[config.mk]
export PLATFORM = sky130hd
export DESIGN_NAME = commu_tx_arb_flat
export DESIGN_NICKNAME = d
export VERILOG_FILES = /design/src/rtl/commu_tx_arb_if.sv /design/src/rtl/commu_tx_arb.sv /design/src/flat_wrapper.sv
export SDC_FILE = /design/constraint.sdc
export NUM_CORES = 1
export LEC_CHECK = 0
export BUFFER_PORTS_ARGS = -buffer_cell sky130_fd_sc_hd__buf_2
export CORE_ASPECT_RATIO = 1.75
export CORE_UTILIZATION = 58
export CTS_CLUSTER_SIZE = 8
export DETAILED_ROUTE_END_ITERATION = 10
export GPL_ROUTABILITY_DRIVEN = 1
export PLACE_DENSITY = 0.95
export SETUP_SLACK_MARGIN = 0.05
export SYNTH_ARGS = -nofsm -noshare
export SYNTH_HDL_FRONTEND = slang
export SYNTH_SLANG_ARGS = --single-unit
[constraint.sdc]
create_clock -name clk_sys -period 9.25 [get_ports clk_sys]
set_input_delay 0.4625 -clock clk_sys [delete_from_list [all_inputs] [get_ports clk_sys]]
set_output_delay 0.4625 -clock clk_sys [all_outputs]
set_load 0.1 [all_outputs]
[src/rtl/commu_tx_arb_if.sv]
// Word/frame handshake bundle between three transmit requesters, the
// frame arbiter and the shared commu_tx_inf serializer.
interface commu_tx_arb_if;
  logic [2:0]  req;
  logic [2:0]  fire_tx_in;
  logic [15:0] data_tx_0;
  logic [15:0] data_tx_1;
  logic [15:0] data_tx_2;
  logic        done_tx;
  logic [2:0]  gnt;
  logic [2:0]  done_tx_out;
  logic        fire_tx;
  logic [15:0] data_tx;

  modport slave (
    input  req, fire_tx_in, data_tx_0, data_tx_1, data_tx_2, done_tx,
    output gnt, done_tx_out, fire_tx, data_tx
  );

  modport master (
    output req, fire_tx_in, data_tx_0, data_tx_1, data_tx_2, done_tx,
    input  gnt, done_tx_out, fire_tx, data_tx
  );
endinterface

[src/rtl/commu_tx_arb.sv]
// Round-robin frame arbiter for the shared transmit serializer, with a
// post-frame turnaround gap and a stalled-owner watchdog.
module commu_tx_arb #(
  parameter int GAP_W = 16
) (
  input  logic               clk_sys,
  input  logic               rst_n,
  commu_tx_arb_if.slave      bus,
  input  logic               arb_en,
  input  logic [GAP_W-1:0]   cfg_gap,
  input  logic [GAP_W-1:0]   cfg_wdt,
  output logic               err_wdt,
  output logic [7:0]         cnt_err
);

  typedef enum logic [1:0] {
    ST_IDLE  = 2'd0,
    ST_GRANT = 2'd1,
    ST_BUSY  = 2'd2,
    ST_GAP   = 2'd3
  } state_t;

  localparam logic [GAP_W-1:0] CNT_ONE  = {{(GAP_W-1){1'b0}}, 1'b1};
  localparam logic [GAP_W-1:0] CNT_ZERO = {GAP_W{1'b0}};

  function automatic logic [1:0] rr_next(input logic [1:0] idx);
    case (idx)
      2'd0:    rr_next = 2'd1;
      2'd1:    rr_next = 2'd2;
      default: rr_next = 2'd0;
    endcase
  endfunction

  function automatic logic [2:0] one_hot(input logic [1:0] idx);
    case (idx)
      2'd0:    one_hot = 3'b001;
      2'd1:    one_hot = 3'b010;
      default: one_hot = 3'b100;
    endcase
  endfunction

  // Scan last+1, last+2, last so the previous winner has lowest priority.
  function automatic logic [1:0] rr_pick(input logic [2:0] r, input logic [1:0] l);
    logic [1:0] c1;
    logic [1:0] c2;
    c1 = rr_next(l);
    c2 = rr_next(c1);
    if (r[c1]) begin
      rr_pick = c1;
    end else if (r[c2]) begin
      rr_pick = c2;
    end else begin
      rr_pick = l;
    end
  endfunction

  state_t            state_r,   state_s;
  logic [1:0]        owner_r,   owner_s;
  logic [1:0]        last_r,    last_s;
  logic [2:0]        gnt_r,     gnt_s;
  logic              fire_r,    fire_s;
  logic [15:0]       data_r,    data_s;
  logic [2:0]        dout_r,    dout_s;
  logic              err_r,     err_s;
  logic [7:0]        cnt_err_r, cnt_err_s;
  logic [GAP_W-1:0]  wdt_r,     wdt_s;
  logic [GAP_W-1:0]  gap_r,     gap_s;

  logic [1:0]        win_s;
  logic              req_own_s;
  logic              fire_own_s;
  logic [15:0]       data_sel_s;
  logic [GAP_W-1:0]  wdt_inc_s;
  logic              wdt_hit_s;
  logic [7:0]        cnt_sat_s;

  assign win_s      = rr_pick(bus.req, last_r);
  assign req_own_s  = bus.req[owner_r];
  assign fire_own_s = bus.fire_tx_in[owner_r];
  assign wdt_inc_s  = wdt_r + CNT_ONE;
  assign wdt_hit_s  = (cfg_wdt != CNT_ZERO) && (wdt_inc_s == cfg_wdt);
  assign cnt_sat_s  = (cnt_err_r == 8'hFF) ? 8'hFF : (cnt_err_r + 8'd1);

  // Owner's word data mux toward the serializer.
  always_comb begin
    case (owner_r)
      2'd0:    data_sel_s = bus.data_tx_0;
      2'd1:    data_sel_s = bus.data_tx_1;
      default: data_sel_s = bus.data_tx_2;
    endcase
  end

  // Next-state and next-output logic; watchdog clears unless it keeps counting.
  always_comb begin
    state_s   = state_r;
    owner_s   = owner_r;
    last_s    = last_r;
    gnt_s     = gnt_r;
    fire_s    = 1'b0;
    data_s    = data_r;
    dout_s    = 3'b000;
    err_s     = 1'b0;
    cnt_err_s = cnt_err_r;
    wdt_s     = CNT_ZERO;
    gap_s     = gap_r;
    case (state_r)
      ST_IDLE: begin
        gnt_s = 3'b000;
        if (arb_en && (bus.req != 3'b000)) begin
          owner_s = win_s;
          last_s  = win_s;
          gnt_s   = one_hot(win_s);
          state_s = ST_GRANT;
        end else begin
          state_s = ST_IDLE;
        end
      end
      ST_GRANT: begin
        if (fire_own_s) begin
          data_s  = data_sel_s;
          fire_s  = 1'b1;
          state_s = ST_BUSY;
        end else if (!req_own_s) begin
          gnt_s   = 3'b000;
          gap_s   = cfg_gap;
          state_s = ST_GAP;
        end else if (wdt_hit_s) begin
          gnt_s     = 3'b000;
          gap_s     = cfg_gap;
          err_s     = 1'b1;
          cnt_err_s = cnt_sat_s;
          state_s   = ST_GAP;
        end else begin
          wdt_s = wdt_inc_s;
        end
      end
      ST_BUSY: begin
        // A completing word beats a simultaneous watchdog expiry.
        if (bus.done_tx) begin
          dout_s = one_hot(owner_r);
          if (req_own_s) begin
            state_s = ST_GRANT;
          end else begin
            gnt_s   = 3'b000;
            gap_s   = cfg_gap;
            state_s = ST_GAP;
          end
        end else if (wdt_hit_s) begin
          gnt_s     = 3'b000;
          gap_s     = cfg_gap;
          err_s     = 1'b1;
          cnt_err_s = cnt_sat_s;
          state_s   = ST_GAP;
        end else begin
          wdt_s = wdt_inc_s;
        end
      end
      ST_GAP: begin
        gnt_s = 3'b000;
        if (gap_r == CNT_ZERO) begin
          state_s = ST_IDLE;
        end else begin
          gap_s = gap_r - CNT_ONE;
        end
      end
      default: begin
        gnt_s   = 3'b000;
        state_s = ST_IDLE;
      end
    endcase
  end

  // State and registered-output update.
  always_ff @(posedge clk_sys or negedge rst_n) begin
    if (!rst_n) begin
      state_r   <= ST_IDLE;
      owner_r   <= 2'd0;
      last_r    <= 2'd2;
      gnt_r     <= 3'b000;
      fire_r    <= 1'b0;
      data_r    <= 16'h0000;
      dout_r    <= 3'b000;
      err_r     <= 1'b0;
      cnt_err_r <= 8'h00;
      wdt_r     <= CNT_ZERO;
      gap_r     <= CNT_ZERO;
    end else begin
      state_r   <= state_s;
      owner_r   <= owner_s;
      last_r    <= last_s;
      gnt_r     <= gnt_s;
      fire_r    <= fire_s;
      data_r    <= data_s;
      dout_r    <= dout_s;
      err_r     <= err_s;
      cnt_err_r <= cnt_err_s;
      wdt_r     <= wdt_s;
      gap_r     <= gap_s;
    end
  end

  assign bus.gnt         = gnt_r;
  assign bus.fire_tx     = fire_r;
  assign bus.data_tx     = data_r;
  assign bus.done_tx_out = dout_r;
  assign err_wdt         = err_r;
  assign cnt_err         = cnt_err_r;

endmodule

[src/flat_wrapper.sv]
// flat-port wrapper written by rule: the top's interface ports become plain ports
module commu_tx_arb_flat 
#(
  parameter int GAP_W = 16
)
  (clk_sys, rst_n, arb_en, cfg_gap, cfg_wdt, err_wdt, cnt_err, bus_req, bus_fire_tx_in, bus_data_tx_0, bus_data_tx_1, bus_data_tx_2, bus_done_tx, bus_gnt, bus_done_tx_out, bus_fire_tx, bus_data_tx);
  commu_tx_arb_if bus_i ();
  input  logic clk_sys;
  input  logic rst_n;
  input  logic arb_en;
  input  logic [GAP_W-1:0] cfg_gap;
  input  logic [GAP_W-1:0] cfg_wdt;
  output logic err_wdt;
  output logic [7:0] cnt_err;
  input wire logic [$bits(bus_i.req)-1:0] bus_req;
  input wire logic [$bits(bus_i.fire_tx_in)-1:0] bus_fire_tx_in;
  input wire logic [$bits(bus_i.data_tx_0)-1:0] bus_data_tx_0;
  input wire logic [$bits(bus_i.data_tx_1)-1:0] bus_data_tx_1;
  input wire logic [$bits(bus_i.data_tx_2)-1:0] bus_data_tx_2;
  input wire logic [$bits(bus_i.done_tx)-1:0] bus_done_tx;
  output wire logic [$bits(bus_i.gnt)-1:0] bus_gnt;
  output wire logic [$bits(bus_i.done_tx_out)-1:0] bus_done_tx_out;
  output wire logic [$bits(bus_i.fire_tx)-1:0] bus_fire_tx;
  output wire logic [$bits(bus_i.data_tx)-1:0] bus_data_tx;
  assign bus_i.req = bus_req;
  assign bus_i.fire_tx_in = bus_fire_tx_in;
  assign bus_i.data_tx_0 = bus_data_tx_0;
  assign bus_i.data_tx_1 = bus_data_tx_1;
  assign bus_i.data_tx_2 = bus_data_tx_2;
  assign bus_i.done_tx = bus_done_tx;
  assign bus_gnt = bus_i.gnt;
  assign bus_done_tx_out = bus_i.done_tx_out;
  assign bus_fire_tx = bus_i.fire_tx;
  assign bus_data_tx = bus_i.data_tx;
  commu_tx_arb #(.GAP_W(GAP_W)) u_core (.clk_sys(clk_sys), .rst_n(rst_n), .bus(bus_i), .arb_en(arb_en), .cfg_gap(cfg_gap), .cfg_wdt(cfg_wdt), .err_wdt(err_wdt), .cnt_err(cnt_err));
endmodule
== After elaboration in Yosys (flattened, before gate mapping) ==
Index checks and enable logic that the tools add are counted.
Widths: inputs -> output; s select.

* $add $sub $neg: 3
* Order comparisons: 3
* Equality and inequality tests: 15
* Reductions and logical operators: 17
* Multiplexer cells: 57

{| class="wikitable"
|+ Operator list
! operator !! number
|-
| $mux 16 || 10
|-
| $pmux 16 s2 || 2
|-
| $pmux 16 s3 || 1
|-
| $mux 8 || 5
|-
| $mux 3 || 8
|-
| $add 16x1->16 const B || 1
|-
| $eq 16x16->1 || 1
|-
| $logic_not 16->1 || 1
|-
| $mux 2 || 8
|-
| $pmux 8 s2 || 1
|-
| $reduce_bool 16->1 || 1
|-
| $sub 16x1->16 const B || 1
|-
| $pmux 3 s2 || 2
|-
| $pmux 3 s4 || 1
|-
| $mux 1 || 11
|-
| $eq 2x1->1 const B || 5
|-
| $logic_not 2->1 || 5
|-
| $lt 2x3->1 const B || 3
|-
| $add 8x1->8 const B || 1
|-
| $bmux 1 s2 || 4
|-
| $eq 8x8->1 const B || 1
|-
| $pmux 2 s2 || 2
|-
| $pmux 2 s4 || 1
|-
| $reduce_and 4->1 || 2
|-
| 9 further kinds || 17
|}

* Register bits after elaboration: 70
* Logic and storage cells: 106

== Depth between registers and ports, before layout ==
* Depth in word-level cells: 12
* Gate-level depth with buffers: 12
* Mapped depth without buffers: 10

== Worst setup path after synthesis ==
Ideal clock, no wire load.

* Kind: flip-flop to flip-flop
* From: register u_core.wdt_r[0]
* To: register u_core.cnt_err_r[7], in the netlist u_core.cnt_err[7]
* Clock period less this slack: 3.145 ns
* Path buffers: 2
* Library setup time: 0.128 ns
* Cell stages (with the launch flop): 12
* Arrival time: 3.017 ns
* Data required time: 9.122 ns
* Path slack: 6.105 ns
* Cell sequence: dfrtp_1 > ha_1 > nand3_1 > nor4_2 > xor2_1 > a221oi_1 > or4b_1 > clkbuf_2 > or2_1 > buf_6 > nor4_4 > mux2_1

* Longest elaborated chain between the ends: 7
* Elaborated cells on any way between the ends: 8

{| class="wikitable"
|+ RTL lines
! element !! line !! source
|-
| start: declaration || commu_tx_arb.sv:66 || <nowiki>logic [GAP_W-1:0] wdt_r, wdt_s;</nowiki>
|-
| start signal: assignment || commu_tx_arb.sv:197 || <nowiki>wdt_r <= wdt_s;</nowiki>
|-
| $add 16x1->16 (*) || commu_tx_arb.sv:80 || <nowiki>assign wdt_inc_s = wdt_r + CNT_ONE;</nowiki>
|-
| $eq 16x16->1 (*) || commu_tx_arb.sv:81 || <nowiki>assign wdt_hit_s = (cfg_wdt != CNT_ZERO) && (wdt_inc_s == cfg_wdt);</nowiki>
|-
| $logic_and 1x1->1 (*) || commu_tx_arb.sv:81 ||
|-
| $mux 8 (*) || n/a ||
|-
| $mux 8 (2 in a row) || n/a ||
|-
| $pmux 8 s2 (*) || n/a ||
|-
| end signal: assignment || commu_tx_arb.sv:196 || <nowiki>cnt_err_r <= cnt_err_s;</nowiki>
|-
| end: declaration || commu_tx_arb.sv:65 || <nowiki>logic [7:0] cnt_err_r, cnt_err_s;</nowiki>
|}

Mark *: on every way between the ends. The rest lies on a longest branch, timed or not. The select of a mux whose other input is x is not followed.
A chain may end at the register's enable or synchronous reset.

== Worst setup path in the final report ==
* From: register u_core.wdt_r[0]
* To: register u_core.gap_r[15]

* Longest elaborated chain between the ends: 7
* Elaborated cells on any way between the ends: 8

{| class="wikitable"
|+ RTL lines
! element !! line !! source
|-
| $add 16x1->16 (*) || commu_tx_arb.sv:80 ||
|-
| $eq 16x16->1 (*) || commu_tx_arb.sv:81 ||
|-
| $logic_and 1x1->1 (*) || commu_tx_arb.sv:81 ||
|-
| $mux 16 (*) || n/a ||
|-
| $mux 16 (2 in a row) || n/a ||
|-
| $pmux 16 s3 (*) || n/a ||
|-
| end signal: assignment || commu_tx_arb.sv:198 || <nowiki>gap_r <= gap_s;</nowiki>
|-
| end: declaration || commu_tx_arb.sv:67 || <nowiki>logic [GAP_W-1:0] gap_r, gap_s;</nowiki>
|}

Marks and branches as above.

==> metrics <==
Final Slew Violations=0; Crit-path slowest cell=or4b_1; cell family with most CP delay=simple AND/OR/NAND/NOR gates; Critical Path Max Stage Delay=0.66 ns; post-synthesis sequential area ratio=0.373; nets=742; RSZ-0062 raised after global routing=no; vias in the first global route=4808; reg2reg end=u_core.gap_r[15]$_DFFE_PN0P_; Vias=4709; Worst Setup EP=u_core.gap_r[15]$_DFFE_PN0P_; Yosys cell types=70; Hold Vio Cnt, Final=0; Yosys top cell by area=dfrtp_1; largest fanout on the critical path=18; Die Wd=69.6 um; Hold WC Path Type=input port to asynchronous set/reset pin; grt total ovfl=0; cells resized by post-CTS repair=0; GRT Total Usage=0.323; Synth Cell Area=0.00463 sq mm; FF-to-FF setup slack=5.45 ns; antenna-violating nets left=0; Buf/Inv on CP=0; hpwl dp=9260 um; cts bufs inserted=9; CP cell instances=ha_1 -> nand3_1 -> nor3_1 -> xnor2_1 -> nand4_1 -> or4b_1 -> nor2_2 -> o21ai_0 -> a221o_1; Worst VDD drop=0.000206 V; n_diodes=0; DP Worst Slack=5.55 ns; commonest non-fill, non-tap cell in the layout=buf_2; Avg WL per Cell=17.6 um; cts-stage hold buffer count=0; Vias/cell=6.39; Slew headroom=0.208; Startpoint Class=flop; Boundary Pins=122; Synth-to-Final Area Change=19.9%; syn_nets=638; Final WS setup=5.45 ns; max cap viols=0; leakage=2.57 nW; power per cell area=312 mW/mm^2; Die Span Y=120 um; CTS Root Cell=clkbuf_16; FF+latch count, synth=69; Initial Util=0.604; clock skew=0.00700 ns; Crit path depth=9; CP endpoint kind=flop; CTS sink cnt=69; cells after synthesis=540; status=finished, final reports clean; Reg clk slew, reported paths=0.06 ns; Cell Rows=42; Slew @ Worst Pin=1.19 ns; Post CTS Setup Buffer Count=0; period utilization=0.411; first-pass iteration count of the detailed router=6; Final Power=1.73 mW; Synth Flop Type=dfrtp_1; post-layout min period=3.80 ns; CTS tree=yes; Fin Hold WS=0.314 ns; share of cells above drive strength 1=0.245; Max Buffers Root-to-Sink=2; die area=0.00836 sq mm; WP data required=9.47 ns; Syn Area/Cell=8.58 sq um; fmax=263 MHz; yosys warns=0; ys async rst share=1.00; DRC viols=0; first-pass GRT wire length=21400 um; FF-to-FF path depth=9; Area contributors post-synth=dfrtp_1 (37%), nand2_1 (4.8%), mux2i_1 (4.8%); initial antenna violation count=0; initial drt markers=412; WP data arrival=4.02 ns; r2r startpoint=u_core.wdt_r[0]$_DFF_PN0_; Critical path origin=u_core.wdt_r[0]$_DFF_PN0_; most frequent cells in the layout=buf_2 (121), dfrtp_1 (68), nand2_1 (59); critical path class=flop to flop; core area=0.00767 sq mm; Clock Latency Late Sink=0.34 ns; Post-synth EDFFs=0; H-tree level count=3; final setup fails=0; top-area cell type share of the netlist area=0.367; pin count of the biggest net entering global routing=70; gpl congestion=0.935; Total Wirelength=13000 um; Setup Total Neg Slack=0 ns; Port Buffers=121
==> registers in the layout (all words and copies together), names as in the netlist <==
| register | count |
|---|---|
| u_core.bus.data_tx | 16 |
| u_core.bus.done_tx_out | 3 |
| u_core.bus.fire_tx | 1 |
| u_core.bus.gnt | 3 |
| u_core.cnt_err | 8 |
| u_core.err_wdt | 1 |
| u_core.gap_r | 16 |
| u_core.last_r | 2 |
| u_core.owner_r | 1 |
| u_core.state_r | 2 |
| u_core.wdt_r | 16 |
==> where the power goes <==
part           internal [mW]  switching (mW)
Sequential             0.389           0.108
Combinational          0.248           0.613
Clock                  0.237           0.138
==> cell type report <==
| type | instances | area, sq um |
|---|---|---|
| multi-input cells | 420 | 2680 |
| repair buffers | 126 | 643 |
| well taps | 88 | 110 |
| fillers | 539 | 2120 |
| flip-flops and latches | 69 | 1730 |
| clock buffers | 9 | 225 |
| clock inverters | 7 | 98.8 |
| inverters | 18 | 67.6 |
==> synthesized netlist by cell type (all sizes together), types with 11 or more instances <==
cell type  number
nor3           23
xnor2          16
mux2i          22
nor2           58
xor2           12
dfrtp          68
nand2          59
inv            18
buf            11
clkbuf         22
a21oi          30
nand3          25
nand4          11
o21ai          41
==> kinds of logic after synthesis <==
kind of cell             count (synthesis)  share of synthesized area
AO/OA/AOI/OAI                          138                      0.198
XOR/XNOR                                30                     0.0627
adder cells (fa/ha/maj)                  8                     0.0216
buffers and inverters                   51                     0.0481
flip-flops                              69                      0.373
multiplexers                            30                     0.0670
AND/OR/NAND/NOR                        214                      0.229
==> metal layers <==
layer	up-vias	global-route usage	share of wire	routed length (um)
met4	0	0.198	0.047	606
li1	2173	-	-	-
met5	-	0	0	0
met2	264	0.570	0.52	6790
met3	67	0.0800	0.070	907
met1	2205	0.341	0.36	4700
==> through the flow <==
stage | instances | utilization | cell area, sq um
floorplan | 540 | - | 4630
global route | 737 | 0.724 | 5550
detailed placement | 721 | 0.682 | 5230
global placement | 721 | 0.682 | 5230
finish | 737 | 0.724 | 5550
CTS | 737 | 0.724 | 5550
==> worst min-delay path by stage <==
| stage | to | slack (ns) | cells after the start |
|---|---|---|---|
| 6_report | u_core.bus.data_tx[0]$_DFFE_PN0P_ | 0.31 | 2 |
| 2_1_floorplan | u_core.bus.data_tx[0]$_DFFE_PN0P_ | 0.17 | 0 |
| 4_1_cts | u_core.bus.data_tx[0]$_DFFE_PN0P_ | 0.36 | 2 |
| 3_5_place_dp | u_core.bus.data_tx[15]$_DFFE_PN0P_ | 0.47 | 2 |
| 5_1_grt | u_core.gap_r[15]$_DFFE_PN0P_ | 0.37 | 2 |
| 3_3_place_gp | u_core.bus.data_tx[6]$_DFFE_PN0P_ | 0.46 | 2 |
Power figures use the tool's default switching activity.
